<file path="config.mk">
export PLATFORM = sky130hd
export DESIGN_NAME = button_conditioner
export DESIGN_NICKNAME = d
export VERILOG_FILES = /design/src/rtl/button_conditioner.sv
export SDC_FILE = /design/constraint.sdc
export NUM_CORES = 1
export LEC_CHECK = 0
export ABC_AREA = 1
export CORE_AREA = 2 2 69 71
export CTS_BUF_LIST = sky130_fd_sc_hd__clkbuf_8
export DETAILED_ROUTE_END_ITERATION = 10
export DIE_AREA = 0 0 71 73
export PLACE_DENSITY_LB_ADDON = 0.05
export SYNTH_ARGS = -nofsm -noshare
export SYNTH_HDL_FRONTEND = slang
export SYNTH_SLANG_ARGS = --single-unit
</file>
<file path="constraint.sdc">
create_clock -name i_clk -period 2.21 [get_ports i_clk]
set_clock_uncertainty 0.1 [all_clocks]
set_input_delay 0.442 -clock i_clk [delete_from_list [all_inputs] [get_ports i_clk]]
set_output_delay 0.442 -clock i_clk [all_outputs]
set_load 0.02 [all_outputs]
</file>
<file path="src/rtl/button_conditioner.sv">
// Push-button conditioner: synchronizes and debounces a raw button, then emits
// count-up strobes on press and auto-repeat while held, plus a release strobe.
module button_conditioner #(
  parameter int unsigned DEBOUNCE_CYCLES     = 500000,
  parameter int unsigned REPEAT_DELAY_CYCLES = 25000000,
  parameter int unsigned REPEAT_RATE_CYCLES  = 5000000,
  parameter int unsigned REPEAT_EN           = 1
) (
  input  logic i_clk,
  input  logic i_rst,
  input  logic i_btn,
  output logic o_pulse,
  output logic o_pressed,
  output logic o_release,
  output logic o_repeating
);

  localparam int unsigned MAX_AB = (DEBOUNCE_CYCLES > REPEAT_DELAY_CYCLES) ?
                                   DEBOUNCE_CYCLES : REPEAT_DELAY_CYCLES;
  localparam int unsigned MAX_P  = (MAX_AB > REPEAT_RATE_CYCLES) ? MAX_AB : REPEAT_RATE_CYCLES;
  localparam int unsigned CNT_W  = $clog2(MAX_P);

  localparam logic [CNT_W-1:0] DEB_LAST   = CNT_W'(DEBOUNCE_CYCLES - 1);
  localparam logic [CNT_W-1:0] DELAY_LAST = CNT_W'(REPEAT_DELAY_CYCLES - 1);
  localparam logic [CNT_W-1:0] RATE_LAST  = CNT_W'(REPEAT_RATE_CYCLES - 1);
  localparam logic [CNT_W-1:0] CNT_ONE    = CNT_W'(1);
  localparam logic             RPT_ON     = (REPEAT_EN != 0);

  typedef enum logic [2:0] {
    IDLE,
    PRESS_DEB,
    HELD,
    REPEAT,
    RELEASE_DEB
  } state_e;

  logic [1:0]       sync_q;
  logic             btn_s;
  state_e           state_q;
  logic [CNT_W-1:0] cnt_q;
  logic             pulse_ev_q;
  logic             release_ev_q;

  assign btn_s = sync_q[1];

  // Two-flop synchronizer; btn_s is the only view of the button downstream.
  always_ff @(posedge i_clk or posedge i_rst) begin
    if (i_rst) begin
      sync_q <= 2'b00;
    end else begin
      sync_q <= {sync_q[0], i_btn};
    end
  end

  // Debounce / repeat FSM sharing one cycle counter; strobes are raised as events
  // on the transition edge and re-timed by the output stage below.
  always_ff @(posedge i_clk or posedge i_rst) begin
    if (i_rst) begin
      state_q      <= IDLE;
      cnt_q        <= '0;
      pulse_ev_q   <= 1'b0;
      release_ev_q <= 1'b0;
    end else begin
      pulse_ev_q   <= 1'b0;
      release_ev_q <= 1'b0;
      case (state_q)
        IDLE: begin
          if (btn_s) begin
            state_q <= PRESS_DEB;
            cnt_q   <= CNT_ONE;
          end
        end
        PRESS_DEB: begin
          if (!btn_s) begin
            state_q <= IDLE;
            cnt_q   <= '0;
          end else if (cnt_q == DEB_LAST) begin
            state_q    <= HELD;
            cnt_q      <= '0;
            pulse_ev_q <= 1'b1;
          end else begin
            cnt_q <= cnt_q + CNT_ONE;
          end
        end
        HELD: begin
          if (!btn_s) begin
            state_q <= RELEASE_DEB;
            cnt_q   <= CNT_ONE;
          end else if (RPT_ON && (cnt_q == DELAY_LAST)) begin
            state_q    <= REPEAT;
            cnt_q      <= '0;
            pulse_ev_q <= 1'b1;
          end else if (cnt_q != DELAY_LAST) begin
            // Holds at DELAY_LAST when auto-repeat is off, so it never wraps.
            cnt_q <= cnt_q + CNT_ONE;
          end
        end
        REPEAT: begin
          if (!btn_s) begin
            state_q <= RELEASE_DEB;
            cnt_q   <= CNT_ONE;
          end else if (cnt_q == RATE_LAST) begin
            cnt_q      <= '0;
            pulse_ev_q <= 1'b1;
          end else begin
            cnt_q <= cnt_q + CNT_ONE;
          end
        end
        RELEASE_DEB: begin
          if (btn_s) begin
            // A bounce back to pressed restarts the repeat delay without a strobe.
            state_q <= HELD;
            cnt_q   <= '0;
          end else if (cnt_q == DEB_LAST) begin
            state_q      <= IDLE;
            cnt_q        <= '0;
            release_ev_q <= 1'b1;
          end else begin
            cnt_q <= cnt_q + CNT_ONE;
          end
        end
        default: begin
          state_q <= IDLE;
          cnt_q   <= '0;
        end
      endcase
    end
  end

  // Registered outputs, one cycle behind the state register.
  always_ff @(posedge i_clk or posedge i_rst) begin
    if (i_rst) begin
      o_pulse     <= 1'b0;
      o_pressed   <= 1'b0;
      o_release   <= 1'b0;
      o_repeating <= 1'b0;
    end else begin
      o_pulse     <= pulse_ev_q;
      o_release   <= release_ev_q;
      o_pressed   <= (state_q == HELD) || (state_q == REPEAT) || (state_q == RELEASE_DEB);
      o_repeating <= (state_q == REPEAT);
    end
  end

endmodule

</file>
Yosys cells after proc, flatten, opt, wreduce, memory -nomap -nowiden
Index checks and enable logic that the tools add are counted.
W data, S select, Z words.

word-level totals
  input bits = 3
  logic and storage cells = 57
  register bits after elaboration = 36

cells by class
  multiplexer cells = 28
  add/sub/neg operators = 1
  reduce and logical (&&, ||, !) cells = 5
  equal/unequal tests = 14

operator list
  kind                     number
  $mux W25                 9
  $pmux W25 S5             1
  $add A25 B1 Y25 const B  1
  $eq A25 B19 Y1 const B   1
  $eq A25 B23 Y1 const B   1
  $eq A25 B25 Y1 const B   1
  $ne A25 B25 Y1 const B   1
  $mux W3                  8
  $pmux W3 S5              1
  $ne A3 B3 Y1 const B     3
  $mux W1                  8
  $eq A3 B2 Y1 const B     2
  $reduce_and A5 Y1        1
  $ne A2 B2 Y1 const B     2
  $ne A4 B4 Y1 const B     1
  $eq A3 B1 Y1 const B     1
  $eq A3 B3 Y1 const B     1
  $logic_not A3 Y1         1
  $pmux W1 S3              1
  $logic_or A1 B1 Y1       2
  $reduce_and A2 Y1        1

Longest topological paths before layout
  depth in word-level cells = 5
  gate-level depth with buffers = 13
  mapped depth without buffers = 12

Worst setup path before layout
OpenSTA, ideal clock, no wires.

  path kind = reg2reg
  start = reg cnt_q[0]
  end = reg cnt_q[5]
  slack = 0.456 ns
  clock period less this slack = 1.754 ns
  required time = 1.995 ns
  arrival time = 1.539 ns
  buffers on the path = 1
  stages on the path, launching flop included = 14
  cell sequence = dfrtp_1 ha_1 nand2_1 nor2_4 nand2_1 nor2_2 nand2_2 nand2_1 nand2_2 clkinv_4 nand2_8 buf_12 nand2_4 nand2_2

on the way
  cells in the longest elaborated chain, start to end = 5

RTL lines
  item                    RTL line  text
  from (decl)             40        logic [CNT_W-1:0] cnt_q;
  from (signal assigned)  82        cnt_q <= cnt_q + CNT_ONE;
  from (signal assigned)  95        cnt_q <= cnt_q + CNT_ONE;
  from (signal assigned)  106       cnt_q <= cnt_q + CNT_ONE;
  $add A25 B1 Y25         -
  $mux W25                93        end else if (cnt_q != DELAY_LAST) begin
  $mux W25                89        end else if (RPT_ON && (cnt_q == DELAY_LAST)) begin
  $mux W25                86        if (!btn_s) begin
  $pmux W25 S5            66        case (state_q)

Several ways; a longest one is shown, not always the timed one. The select of a mux whose other input is x is not followed.
A chain may end at the register's enable or synchronous reset.

Final worst setup path
  start = reg cnt_q[0]
  end = reg cnt_q[24]

Same word-level chain as after synthesis.

==> flow_summary_export.csv <==
group,metric,value,unit
run_status,outcome,"finished, final reports clean",
yosys,yosys.area_share.simple,44.68,%
clock_network,cts_root_buf,"clkbuf_8",
sta,fin_crit_sh,90.01,%
global_route,antenna_found_initial,0,
worst_hold_path,hold_path_class,"reg2reg",
worst_hold_path,hold_start,"release_ev_q$_DFF_PP0_",
final_layout,fillCellCount,428,
clock_network,cts_made_buffers,5,
global_route,grt_pass1_wl,9177,um
worst_setup_path,endpoint_kind,"flip-flop",
worst_setup_path,startpoint,"cnt_q[0]$_DFFE_PP0P_",
job,cap_violations,0,
die,rows,25,
final_layout,layout.nets,365,
global_route,grt_max_degree,37,
sta,fmax,502.7,MHz
routing,drtPass1Iterations,4,
clock_network,h-tree-depth,2,
die,die_h,73,um
worst_setup_path,slowest_delay,0.40,ns
die,die_area,5183,um^2
yosys,syn_nets,353,
sta,rsz0062_at_grt,"no",
die,die_w,71,um
yosys,yosys.area_share.adder,0.4878,%
yosys,synth_top_area_share,35.12,%
global_route,grtUsageTotal,22.47,%
die,core_region_area,4536,um^2
sta,hold_viol_final,0,
yosys,synthXorXnorAreaFrac,6.146,%
yosys,synth_warnings,0,
clock_network,post_cts_buffers,0,
clock_network,hold_buffers,0,
sta,maxSlewHeadroom,68.98,%
worst_setup_path,cp_slowest_cell,"dfrtp_1",
sta,setup_violations,0,
worst_setup_path,reg2reg_to,"cnt_q[24]$_DFFE_PP0P_",
sta,layout_setup_ws,0.2208,ns
yosys,synth.avg_cell_area,7.349,um^2
worst_setup_path,r2r_start,"cnt_q[0]$_DFFE_PP0P_",
sta,min_period,1.989,ns
placement,gp_congestion,0.9145,
worst_hold_path,min_path_cells,0,
clock_network,path_clk_slew,0.07,ns
clock_network,clockBufferDepth,2,
clock_network,cts.sinks,36,
yosys,synthTopCellsByArea,"dfrtp_1, nand2_1, nand2_4, inv_1, nand2_2",
sta,setup_tns,0,ns
power_and_ir_drop,p_leak,1.634,nW
power_and_ir_drop,powerDensity,706.5,nW/um^2
worst_setup_path,required,2.29,ns
final_layout,area_delta_synth_final,7.707,%
worst_setup_path,reg2reg_depth,12,
worst_setup_path,critPathKind,"reg2reg",
final_layout,diodes,0,
die,io_pins,7,
routing,drtIter0Drc,148,
worst_setup_path,critPathArrivalTime,2.06,ns
routing,drc,0,
yosys,synth-compound-area-share,3.561,%
worst_setup_path,worstPathMaxFanout,24,
final_layout,drive_gt1_share,20.22,%
routing,ant_nets,0,
yosys,synth_top_family_by_area,"simple AND/OR/NAND/NOR gates",
final_layout,final_common_cell,"nand2_1",
clock_network,clock_latency,0.28,ns
sta,max_slew.worst_pin.slew,0.4654,ns
yosys,yosys_register_bits,36,
routing,vias,2037,
worst_setup_path,endpoint,"cnt_q[24]$_DFFE_PP0P_",
yosys,yosysTopAreaCell,"dfrtp_1",
worst_setup_path,cp-start-kind,"flip-flop",
placement,dp_hpwl,3734,um
worst_setup_path,reg2reg_slack,0.22,ns
worst_setup_path,cpMostUsedCell,"nand2_1",
clock_network,cts-resized-gates,0,
routing,routedWlPerCell,12.13,um
sta,slew_viol_final,0,
yosys,muxShareOfSynthArea,0,%
routing,routed_wl,5032,um
final_layout,final_cell_mix,"nand2_1, inv_1, nor2_1, dfrtp_1, nand2_2",
clock_network,cts_tree,"yes",
die,start_util,56.55,%
global_route,gr-total-overflow,0,
placement,dpl.cell_count,408,
sta,holdWs,0.2462,ns
yosys,syn_inst,349,
yosys,ys_types,30,
power_and_ir_drop,ir_drop,0.001047,V
placement,place_ws,0.2130,ns
yosys,ys_seq_area_share,35.12,%
worst_setup_path,path_cells,"ha_1 > nand2_1 > nor2_4 > nand2_1 > nor2_2 > nand2_2 > nand2_1 > nand2_2 > clkinv_4 > nand2_8 > nand2_1 > nand2_1",
routing,vias_per_cell,4.908,
final_layout,finalNonFillerCells,415,
yosys,netlist_area,2565,um^2
placement,io_buffers,6,
global_route,grt_pass1_vias,1974,
[registers in the layout (all words and copies together), names as in the netlist]
name,count
o_release,1
state_q,3
cnt_q,25
sync_q,2
o_pulse,1
o_pressed,1
release_ev_q,1
o_repeating,1
pulse_ev_q,1
[area by class of cell]
| type | count | area (um^2) | share of cell area, % |
|---|---|---|---|
| Multi-Input combinational cell | 256 | 1408 | 50.95 |
| Sequential cell | 36 | 900.9 | 32.61 |
| Inverter | 52 | 200.2 | 7.246 |
| Clock buffer | 7 | 96.34 | 3.487 |
| Timing Repair Buffer | 10 | 90.09 | 3.261 |
| Tap cell | 54 | 67.56 | 2.446 |
[stage by stage]
stage               total power, mW  util [%]  cell area [um^2]
floorplan                     1.415         -              2565
global placement              1.472     58.79              2666
detailed placement            1.469     58.79              2666
CTS                           1.980     60.91              2763
global route                  2.090     60.91              2763
finish                        1.952     60.91              2763
[cell usage after synthesis, drive strengths merged]
| master | count |
|---|---|
| xnor2 | 1 |
| a31oi | 1 |
| buf | 4 |
| and2 | 1 |
| nand2 | 140 |
| xor2 | 17 |
| a21oi | 3 |
| inv | 51 |
| o21ai | 9 |
| o22ai | 1 |
| nand3 | 20 |
| o211ai | 2 |
| nor2 | 45 |
| dfrtp | 36 |
| nand4 | 4 |
| ha | 1 |
| nor3 | 11 |
| clkbuf | 1 |
| clkinv | 1 |
[report_power, final]
part           switching (mW)  internal [mW]  leakage (nW)
clock                   0.225          0.278        0.0503
combinational           0.487          0.199          1.09
sequential             0.0485          0.714         0.491
[worst min path at each step]
stage                     endpoint  slack [ns]
3_5_place_dp   sync_q[1]$_DFF_PP0_        0.24
6_report       o_release$_DFF_PP0_        0.25
2_1_floorplan    o_pulse$_DFF_PP0_        0.23
5_1_grt        o_release$_DFF_PP0_        0.26
3_3_place_gp     o_pulse$_DFF_PP0_        0.23
4_1_cts        o_release$_DFF_PP0_        0.26
[critical path: cells and delay by family (launching register included)]
kind | cells | cell delay [ns]
adder cells (fa/ha/maj) | 1 | 0.22
flip-flops | 1 | 0.40
AND/OR/NAND/NOR | 10 | 1.04
buffers and inverters | 1 | 0.08
[cell families after synthesis]
family	count (synthesis)
simple gates	221
fa+ha+maj	1
buf+inv	57
xor+xnor	18
compound gates	16
flops	36
[layer usage]
layer,part of all wire (%),GRT usage [%],up-vias
li1,-,-,1085
met2,49,37.49,19
met5,0,0,-
met1,48,29.76,928
met3,2.0,4.144,5
met4,0.91,7.128,0
No activity file was read; power rests on OpenSTA's default activity.
